## src/rtl/saved_reg_cell.sv

```systemverilog
// Single enabled storage register used for the saved-register slots of the two-bank register file.
// Loads din on a rising clk edge when en is high; reset is asynchronous and active-low.
module saved_reg_cell #(
    parameter int               WIDTH       = 10,
    parameter logic [WIDTH-1:0] RESET_VALUE = '0
) (
    input  logic             clk,
    input  logic             reset,
    input  logic             en,
    input  logic [WIDTH-1:0] din,
    output logic [WIDTH-1:0] dout
);

    logic [WIDTH-1:0] dout_q;
    logic [WIDTH-1:0] dout_d;

    always_comb begin
        dout_d = dout_q;
        if (en) begin
            dout_d = din;
        end
    end

    // Reset clears the cell immediately and keeps it at RESET_VALUE while held low.
    always_ff @(posedge clk or negedge reset) begin
        if (!reset) begin
            dout_q <= RESET_VALUE;
        end else begin
            dout_q <= dout_d;
        end
    end

    assign dout = dout_q;

endmodule

```

## config.mk

```make
export PLATFORM = sky130hd
export DESIGN_NAME = saved_reg_cell
export DESIGN_NICKNAME = d
export VERILOG_FILES = /design/src/rtl/saved_reg_cell.sv
export SDC_FILE = /design/constraint.sdc
export NUM_CORES = 1
export LEC_CHECK = 0
export BUFFER_PORTS_ARGS = -buffer_cell sky130_fd_sc_hd__buf_2
export CAP_MARGIN = 0
export CELL_PAD_IN_SITES_DETAIL_PLACEMENT = 0
export CELL_PAD_IN_SITES_GLOBAL_PLACEMENT = 1
export CORE_AREA = 2 2 39 41
export DETAILED_ROUTE_END_ITERATION = 10
export DIE_AREA = 0 0 41 43
export HOLD_SLACK_MARGIN = 0.03
export PLACE_DENSITY = 0.84
export SLEW_MARGIN = 20
export SYNTH_ARGS = -nofsm -noshare
export SYNTH_HDL_FRONTEND = slang
export SYNTH_SLANG_ARGS = --single-unit
```

## constraint.sdc

```tcl
create_clock -name clk -period 1.6 [get_ports clk]
set_input_delay 0 -clock clk [delete_from_list [all_inputs] [get_ports clk]]
set_output_delay 0 -clock clk [all_outputs]
set_load 0.01 [all_outputs]
```

==> results.md, run 1 <==
- The number of global-route vias before repair came to between 300 and 400.
- Relative to the synthesized area, the layout overhead comes to 64.4%.
- The number of violations reported at the end of detailed-routing iteration 0 is 4.
- Of the cells placed in the final design, the portion with a size suffix greater than 1 is 0.632.
- The commonest cells after synthesis are sky130_fd_sc_hd__dfrtp_1 (10), sky130_fd_sc_hd__mux2_4 (10), sky130_fd_sc_hd__buf_6 (1).
- The vias per cell is just over 4.
- The count of flip-flops with a built-in enable after synthesis is 0.
- The maximum fanout count along the critical path is 2.
- In this run the power density over the cells is ~940 mW/mm^2.
- The number of antenna diodes in the final layout is 0.
- The register with the most flip-flops in the layout has 10 of them.
- Once routing completed, OpenROAD measured the worst setup slack at ~0.82 ns.
- The TritonCTS clock tree is yes.
- The number of iterations in the first detailed-routing pass is 2.
- Of the post-synthesis cell area, the dominant cell type holds 0.608.
- The peak supply drop is between 400 and 500 uV.
- The minimum hold slack is 0.125 ns.
- The endpoint required time on the critical path is between 1.5 and 2 ns.
- In this run the clock root is driven by a sky130_fd_sc_hd__clkbuf_4.
- After synthesis, the share of flip-flops with an asynchronous set or reset is 1.00.
- The global router's overall resource usage is 0.115.
- Yosys attributes the largest share of cell area to sky130_fd_sc_hd__dfrtp_1 (61%), sky130_fd_sc_hd__mux2_4 (36%), sky130_fd_sc_hd__buf_6 (2.7%).
- The via count is ~300.
- The end of the worst register-to-register path is dout[8]$_DFFE_PN0P_.
- In this run the standard cell core region covers ~0.0014 sq mm.
- For this block, the routed nets add up to between 800 and 900 um of wire.
- The relative slew slack is 0.776.
- The fill cell instance count of the final layout is between 100 and 150.
- After synthesis the cells add up to just over 400 sq um.
- The first-pass GRT wire length is about 1.3 mm.
- The initial antenna violation count was 0.
- The worst register-to-register path has a depth of 1.
- In the finished design, the share of the clock period the worst path needs comes to 0.488.
- Walking the worst path, the cells encountered are buf_2.
- The tool flagged a number of max-cap violations equal to 0.
- The floorplan die height is roughly 43 um.
- In this run the worst setup path begins at dout[0]$_DFFE_PN0P_.
- The overall overflow remaining after global route is 0.
- The mean post-synth cell area is approximately 20 sq um.
- The clock reaches the later pin of the worst-skew pair after ~0.26 ns.
- 23 I/O pins were placed.
- The number of max-slew violations in the final report came to 0.
- The die extent in x is between 40 and 50 um.
- The wire length per cell after detailed routing is between 10 and 15 um.
- The number of remaining DRC errors is 0.
- The count of input and output buffers is 22.
- The worst register-to-register path has a setup slack of 0.83 ns.
- In the synthesized netlist the dominant register cell turns out to be sky130_fd_sc_hd__dfrtp_1.
- On the worst path, the slowest cell contributes a delay of around 0.38 ns.
- In this run the number of cells on the critical path is 1.
- The portion of the post-synthesis area used by sequential elements is 0.608.
- Once detail routing completed, the nets flagged for antenna violations numbered 0.
- The number of nets in the final layout is between 70 and 80.
- The die covers 0.00176 sq mm.
- Setup repair after global routing left no endpoint under its margin.
- For this design the static power due to leakage is approximately 0.00035 uW.
- The library cell contributing the largest single delay on the critical path is sky130_fd_sc_hd__dfrtp_1.
- Adding up every negative setup slack in the final design gives 0 ns.
- Clock-pin slew was measured on the worst setup and hold paths at 0.07 ns.
- The endpoint type of the worst setup path is an output port.
- The biggest area contributor in the post-synthesis netlist is sky130_fd_sc_hd__dfrtp_1.
- Prior to clock tree synthesis, the placed netlist has a worst setup slack of around 0.83 ns.
- The synthesized netlist net count is 34.
- The kind of start point of the critical path is a flop.
- Grouping stages by cell kind, the critical path spends the most delay in flip-flops.
- The initial utilization of the core area, before any placement, comes to 0.297.
- The min-delay analysis places its worst path in the category input pin to async pin.
- The completed layout was analyzed and its total power is 639 uW.
- The worst path needs 0.782 ns of the cycle, external delays included.
- In this run the deepest clock path goes through 2 buffers.
- The setup violation total in the final timing report is 0.
- In this run the critical register-to-register path is launched from dout[8]$_DFFE_PN0P_.
- Entering global routing, the biggest net connects 11 pins.
- For this run, the share of the core covered by cells in the final layout is 0.489.
- For this run, the number of Yosys warnings is 0.
- In this run, synthesis produced a sequential element count of 10.
- The count of cell types in the netlist is 3.
- The final number of hold-violating endpoints is 0.
- The number of rows created at floorplan is 14.
- The sum of buffers and inverters on the critical path is 1.
- The number of H-tree levels is 1.
- At the end of routability-driven placement, the weighted congestion stood at 0.576.
- The worst clock skew is 0 ns.
- The clock buffer count from CTS is 3.
- At the pin with the least slew margin, the transition time is between 0.3 and 0.4 ns.
- The cell count after synthesis came out at 21.
- The signal arrival time at the worst endpoint is 0.78 ns.
- The flow ran to the end, and the final reports show no timing, DRC or antenna violations.
- The last element of the critical path is dout[0].
- The worst setup path is of the flop to output port kind.
- The clock sink count is 10.
- The fmax is between 1000 and 1500 MHz.
==> cells by family (layout without fill, tap and decap cells) <==
family	count (synthesis)	in the layout	synth area share
flops	10	10	0.608
buf+inv	1	37	0.0274
mux	10	10	0.365
==> power by group <==
group	leakage [uW]	internal, uW	switching [uW]	total [uW]
clock network	0.0000210	138	82.4	220
logic	0.000215	81.8	47.0	129
registers	0.000117	278	12.2	290
total	0.000353	498	142	639
==> metrics by stage <==
step                      cells  cell area (sq um)
after detailed placement     58                531
after floorplan              21                412
final                        73                677
after global placement       58                531
after global routing         73                677
after CTS                    73                677
==> how the worst min path moves through the flow <==
| stage | from | end | cells past startpoint |
|---|---|---|---|
| finish | reset | dout[9]$_DFFE_PN0P_ | 2 |
| global route | reset | dout[6]$_DFFE_PN0P_ | 2 |
| CTS | reset | dout[6]$_DFFE_PN0P_ | 2 |
| detailed placement | reset | dout[3]$_DFFE_PN0P_ | 1 |
| global placement | reset | dout[3]$_DFFE_PN0P_ | 1 |
| floorplan | reset | dout[0]$_DFFE_PN0P_ | 0 |
==> placed cells by master (no fill, tap or decap) <==
master | Yosys | final
sky130_fd_sc_hd__buf_2 | 0 | 22
sky130_fd_sc_hd__clkbuf_4 | 0 | 3
sky130_fd_sc_hd__dfrtp_1 | 10 | 10
sky130_fd_sc_hd__mux2_4 | 10 | 10
sky130_fd_sc_hd__clkbuf_8 | 0 | 1
sky130_fd_sc_hd__dlygate4sd3_1 | 0 | 11
==> layer usage <==
layer	GRT usage	up-vias	wire length [um]
met1	0.141	139	375
li1	-	145	-
met5	0	-	0
met3	0.0471	0	60
met4	0.0400	0	0
met2	0.175	13	369
==> cell type report <==
type,count,area [sq um],share of cell area
sequential,10,250,0.370
timing repair buffer,33,220,0.325
multi-input combinational,10,150,0.222
clock buffer,4,36.3,0.0536
tap,16,20.0,0.0296
==> timing repair <==
action / 4_1_cts / 5_1_grt
gates resized for setup: 0 / 0
hold buffers: 11 / 0
endpoints found under the hold margin: 20 / 0
buffers inserted: 0 / 0
Note: power is estimated with default switching activity, not from simulation.
==> run 2, diff against run 1 <==
--- a/config.mk
+++ b/config.mk
@@ -5,15 +5,16 @@
 export SDC_FILE = /design/constraint.sdc
 export NUM_CORES = 1
 export LEC_CHECK = 0
+export ABC_AREA = 1
 export BUFFER_PORTS_ARGS = -buffer_cell sky130_fd_sc_hd__buf_2
 export CAP_MARGIN = 0
 export CELL_PAD_IN_SITES_DETAIL_PLACEMENT = 0
 export CELL_PAD_IN_SITES_GLOBAL_PLACEMENT = 1
-export CORE_AREA = 2 2 39 41
+export CORE_MARGIN = 2
+export CORE_UTILIZATION = 26
 export DETAILED_ROUTE_END_ITERATION = 10
-export DIE_AREA = 0 0 41 43
 export HOLD_SLACK_MARGIN = 0.03
-export PLACE_DENSITY = 0.84
+export PLACE_DENSITY = 0.83
 export SLEW_MARGIN = 20
 export SYNTH_ARGS = -nofsm -noshare
 export SYNTH_HDL_FRONTEND = slang
==> constraint.sdc (replaced) <==
create_clock -name clk -period 0.8 [get_ports clk]
set_input_delay 0 -clock clk [delete_from_list [all_inputs] [get_ports clk]]
set_output_delay 0 -clock clk [all_outputs]
set_load 0.01 [all_outputs]
==> results.md, run 2 <==
- The flow ran to the end, and the final reports show no timing, DRC or antenna violations.
- The setup violation total in the final timing report is 0 (unchanged).
- The first-pass GRT wire length is 1.46 mm (+9.3%).
- The floorplan die height is 42.1 um (-2.0%).
- The number of buffers on the longest clock path is 2 (unchanged).
- The number of nets in the final layout came to 100 (+41%).
- The portion of the post-synthesis area used by sequential elements is 0.662 (+0.0543).
- STA classifies the critical path startpoint as a flop.
- The number of nets with antenna violations after detailed routing is 0 (unchanged).
- The endpoint required time on the critical path came to 0.80 ns (-0.80 ns).
- The fraction of post-synthesis cell area in the top cell type by area is 0.662 (+0.0543).
- The largest total area in the synthesized netlist belongs to sky130_fd_sc_hd__dfrtp_1.
- The number of rows created at floorplan is 13 (-1).
- The clock sink count is 10 (unchanged).
- The area of the core is 0.00133 sq mm (-3.6%).
- In this run the clock root is driven by a sky130_fd_sc_hd__clkbuf_4.
- The peak supply drop is 695 uV (+61%).
- The largest net degree at the start of global routing came to 12 (+1).
- Leaving out fill and tap cells, the most frequent cell in the layout is sky130_fd_sc_hd__nand2_1.
- The post-synthesis sequential element count is 10 (unchanged).
- The final worst-path setup slack was 0.0205 ns (-0.798 ns).
- The flip-flop count of the largest register, all copies and words added came to 10 (unchanged).
- The number of diodes came to 0 (unchanged).
- In the finished design, the share of the clock period the worst path needs comes to 0.974.
- The count of input and output buffers is 22 (unchanged).
- In this design, the largest share of critical-path delay is due to flip-flops.
- The fraction of final layout cells with drive strength greater than 1 is 0.400 (-0.232).
- The peak per-stage delay on the critical path is 0.38 ns (about the same).
- The minimum hold slack came to 0.0651 ns (-0.0598 ns).
- The number of global-route vias before repair is 329 (-1.5%).
- The commonest cells after synthesis are sky130_fd_sc_hd__nand2_1 (30), sky130_fd_sc_hd__dfrtp_1 (10), sky130_fd_sc_hd__buf_6 (1), sky130_fd_sc_hd__inv_2 (1).
- The relative slew slack is 0.843 (+0.0662).
- The effective utilization at floorplan is 0.283 (-0.0142).
- The placement-stage worst setup slack is 0.189 ns (-0.644 ns).
- The number of warning messages in the yosys log is 0 (unchanged).
- Yosys instantiated no cell more often than sky130_fd_sc_hd__nand2_1.
- The number of remaining DRC errors is 0 (unchanged).
- The overall overflow remaining after global route came to 0 (unchanged).
- The final wirelength is 996 um (+24%).
- The async set-reset flop share out of synthesis is 1.00 (unchanged).
- The mean post-synth cell area is 9.00 sq um (-54%).
- The worst clock skew is 0 ns (unchanged).
- The signal arrival time at the worst endpoint came to 0.78 ns (about the same).
- The die extent in x is 42.1 um (+2.7%).
- The class of the most critical hold timing path is input pin to flop.
- STA classifies the critical path endpoint as an output port.
- The initial antenna violation count is 0 (unchanged).
- The multi-input combinational cell area is 113 sq um (-25%).
- Setup repair after global routing could not meet its margin everywhere.
- The static leakage came to 0.000402 uW (+14%).
- The maximum fanout count along the critical path came to 2 (unchanged).
- In the layout the commonest cells are sky130_fd_sc_hd__nand2_1 (30), sky130_fd_sc_hd__buf_2 (22), sky130_fd_sc_hd__dlygate4sd3_1 (11), sky130_fd_sc_hd__dfrtp_1 (10), sky130_fd_sc_hd__buf_4 (8).
- The setup TNS after final layout is 0 ns (unchanged).
- The number of iterations in the first detailed-routing pass is 4 (+2).
- The source-to-sink clock delay at the later pin of the worst-skew pair came to 0.25 ns (about the same).
- The total standard cell area after synthesis came to 378 sq um (-8.2%).
- The transition time of the tightest slew-check pin came to 0.236 ns (-0.0994 ns).
- The library cell contributing the largest single delay on the critical path is sky130_fd_sc_hd__dfrtp_1.
- The fill cell instance count of the final layout is 134 (+3.9%).
- The sum of buffers and inverters on the critical path came to 1 (unchanged).
- The number of cells in the design after placement is 78 (+34%).
- The final weighted congestion in routability-driven placement is 0.703 (+22%).
- The area overhead of the layout relative to synthesis is 82.1%.
- Counting I/O delays and the setup requirement, the final critical path takes 0.780 ns.
- For this run, the leading register cell type out of synthesis is sky130_fd_sc_hd__dfrtp_1.
- The top-level port count is 23 (unchanged).
- The ratio of total power to cell area was 1690 mW/mm^2 (+79%).
- The critical path is of the flop to output port type.
- The global router's overall resource usage was 0.115 (about the same).
- The number of max-slew violations in the final report was 0 (unchanged).
- The number of H-tree levels is 1 (unchanged).
- The critical path goes through buf_2.
- The vias per cell is 3.94 (-3.2%).
- The number of maximum-capacitance constraint violations is 0 (unchanged).
- The final instance count without filler cells is 100 (+37%).
- The count of cell types in the netlist was 4 (+1).
- The TritonCTS clock tree is yes.
- The count of flip-flops with a built-in enable after synthesis was 0 (unchanged).
- The number of instances in the synthesized netlist is 42 (+100%).
- The final number of hold-violating endpoints is 0 (unchanged).
- The wire length per cell after detailed routing is 9.96 um (-9.7%).
- The via count is 394 (+33%).
- The die footprint is 0.00177 sq mm (+0.63%).
- Detailed placement finished with a half-perimeter wire length of roughly 640 um.
- The storage element area is 250 sq um (unchanged).
- By area the synthesized netlist is led by sky130_fd_sc_hd__dfrtp_1 (66%), sky130_fd_sc_hd__nand2_1 (30%), sky130_fd_sc_hd__buf_6 (3.0%), sky130_fd_sc_hd__inv_2 (0.99%).
- The fmax is 1280 MHz.
- The clock buffer count from CTS is 3 (unchanged).
- The number of violations reported at the end of detailed-routing iteration 0 is 6 (+2).
- The clock slew at the register clock pins of the worst setup and hold paths is 0.06 ns (about the same).
- The synthesized netlist net count is 55 (+62%).
-- run 2: cell types whose count changed in the layout (fill, tap and decap cells not counted), sizes merged --
cell and change:
inv +1, mux2 -10, buf +8, nand2 +30
clkbuf -1
-- run 2: final cells by class --
class | instances | area share
multi-input cells | 30 | 0.164
well taps | 15 | 0.0273
repair buffers | 41 | 0.407
flip-flops and latches | 10 | 0.364
inverters | 1 | 0.00545
clock buffers | 3 | 0.0327
-- run 2: per-layer routing --
layer | share of wire | track usage
met1 | 0.42 | 0.129
met2 | 0.49 | 0.181
met3 | 0.092 | 0.0560
met4 | 0 | 0.0563
met5 | 0 | 0
-- run 2: final timing paths --
kind | start | endpoint | slack, ns | cells past startpoint
min in group asynchronous | reset | dout[3]$_DFFE_PN0P_ | 0.15 | 2
worst max-delay path | dout[8]$_DFFE_PN0P_ | dout[8] | 0.02 | 1
max in group asynchronous | reset | dout[4]$_DFFE_PN0P_ | 0.45 | 2
worst min-delay path | en | dout[1]$_DFFE_PN0P_ | 0.07 | 3
worst max register to register | dout[2]$_DFFE_PN0P_ | dout[2]$_DFFE_PN0P_ | 0.08 | 3
worst min register to register | dout[7]$_DFFE_PN0P_ | dout[7]$_DFFE_PN0P_ | 0.48 | 2
-- run 2: cell families after synthesis --
family        after synthesis  synth area share
simple gates               30             0.298
flops                      10             0.662
buf+inv                     2            0.0397
-- run 2: repair_timing --
| action | in CTS | in global routing |
|---|---|---|
| gates resized for setup | 0 | 0 |
| setup endpoints to repair | 0 | 9 |
| hold buffers | 11 | 0 |
| endpoints found under the hold margin | 20 | 0 |
| buffers inserted | 0 | 8 |
-- run 2: metrics by stage --
stage,power (uW),utilization,instance area [sq um]
global route,1240,0.516,688
detailed placement,749,0.371,495
CTS,1130,0.471,628
global placement,747,0.371,495
finish,1160,0.516,688
floorplan,658,-,378
-- run 2: where the power goes --
| part | internal (uW) | total [uW] | leakage, uW | switching (uW) |
|---|---|---|---|---|
| Sequential | 550 | 572 | 0.000122 | 21.5 |
| Combinational | 147 | 257 | 0.000267 | 111 |
| Clock | 173 | 333 | 0.0000138 | 160 |
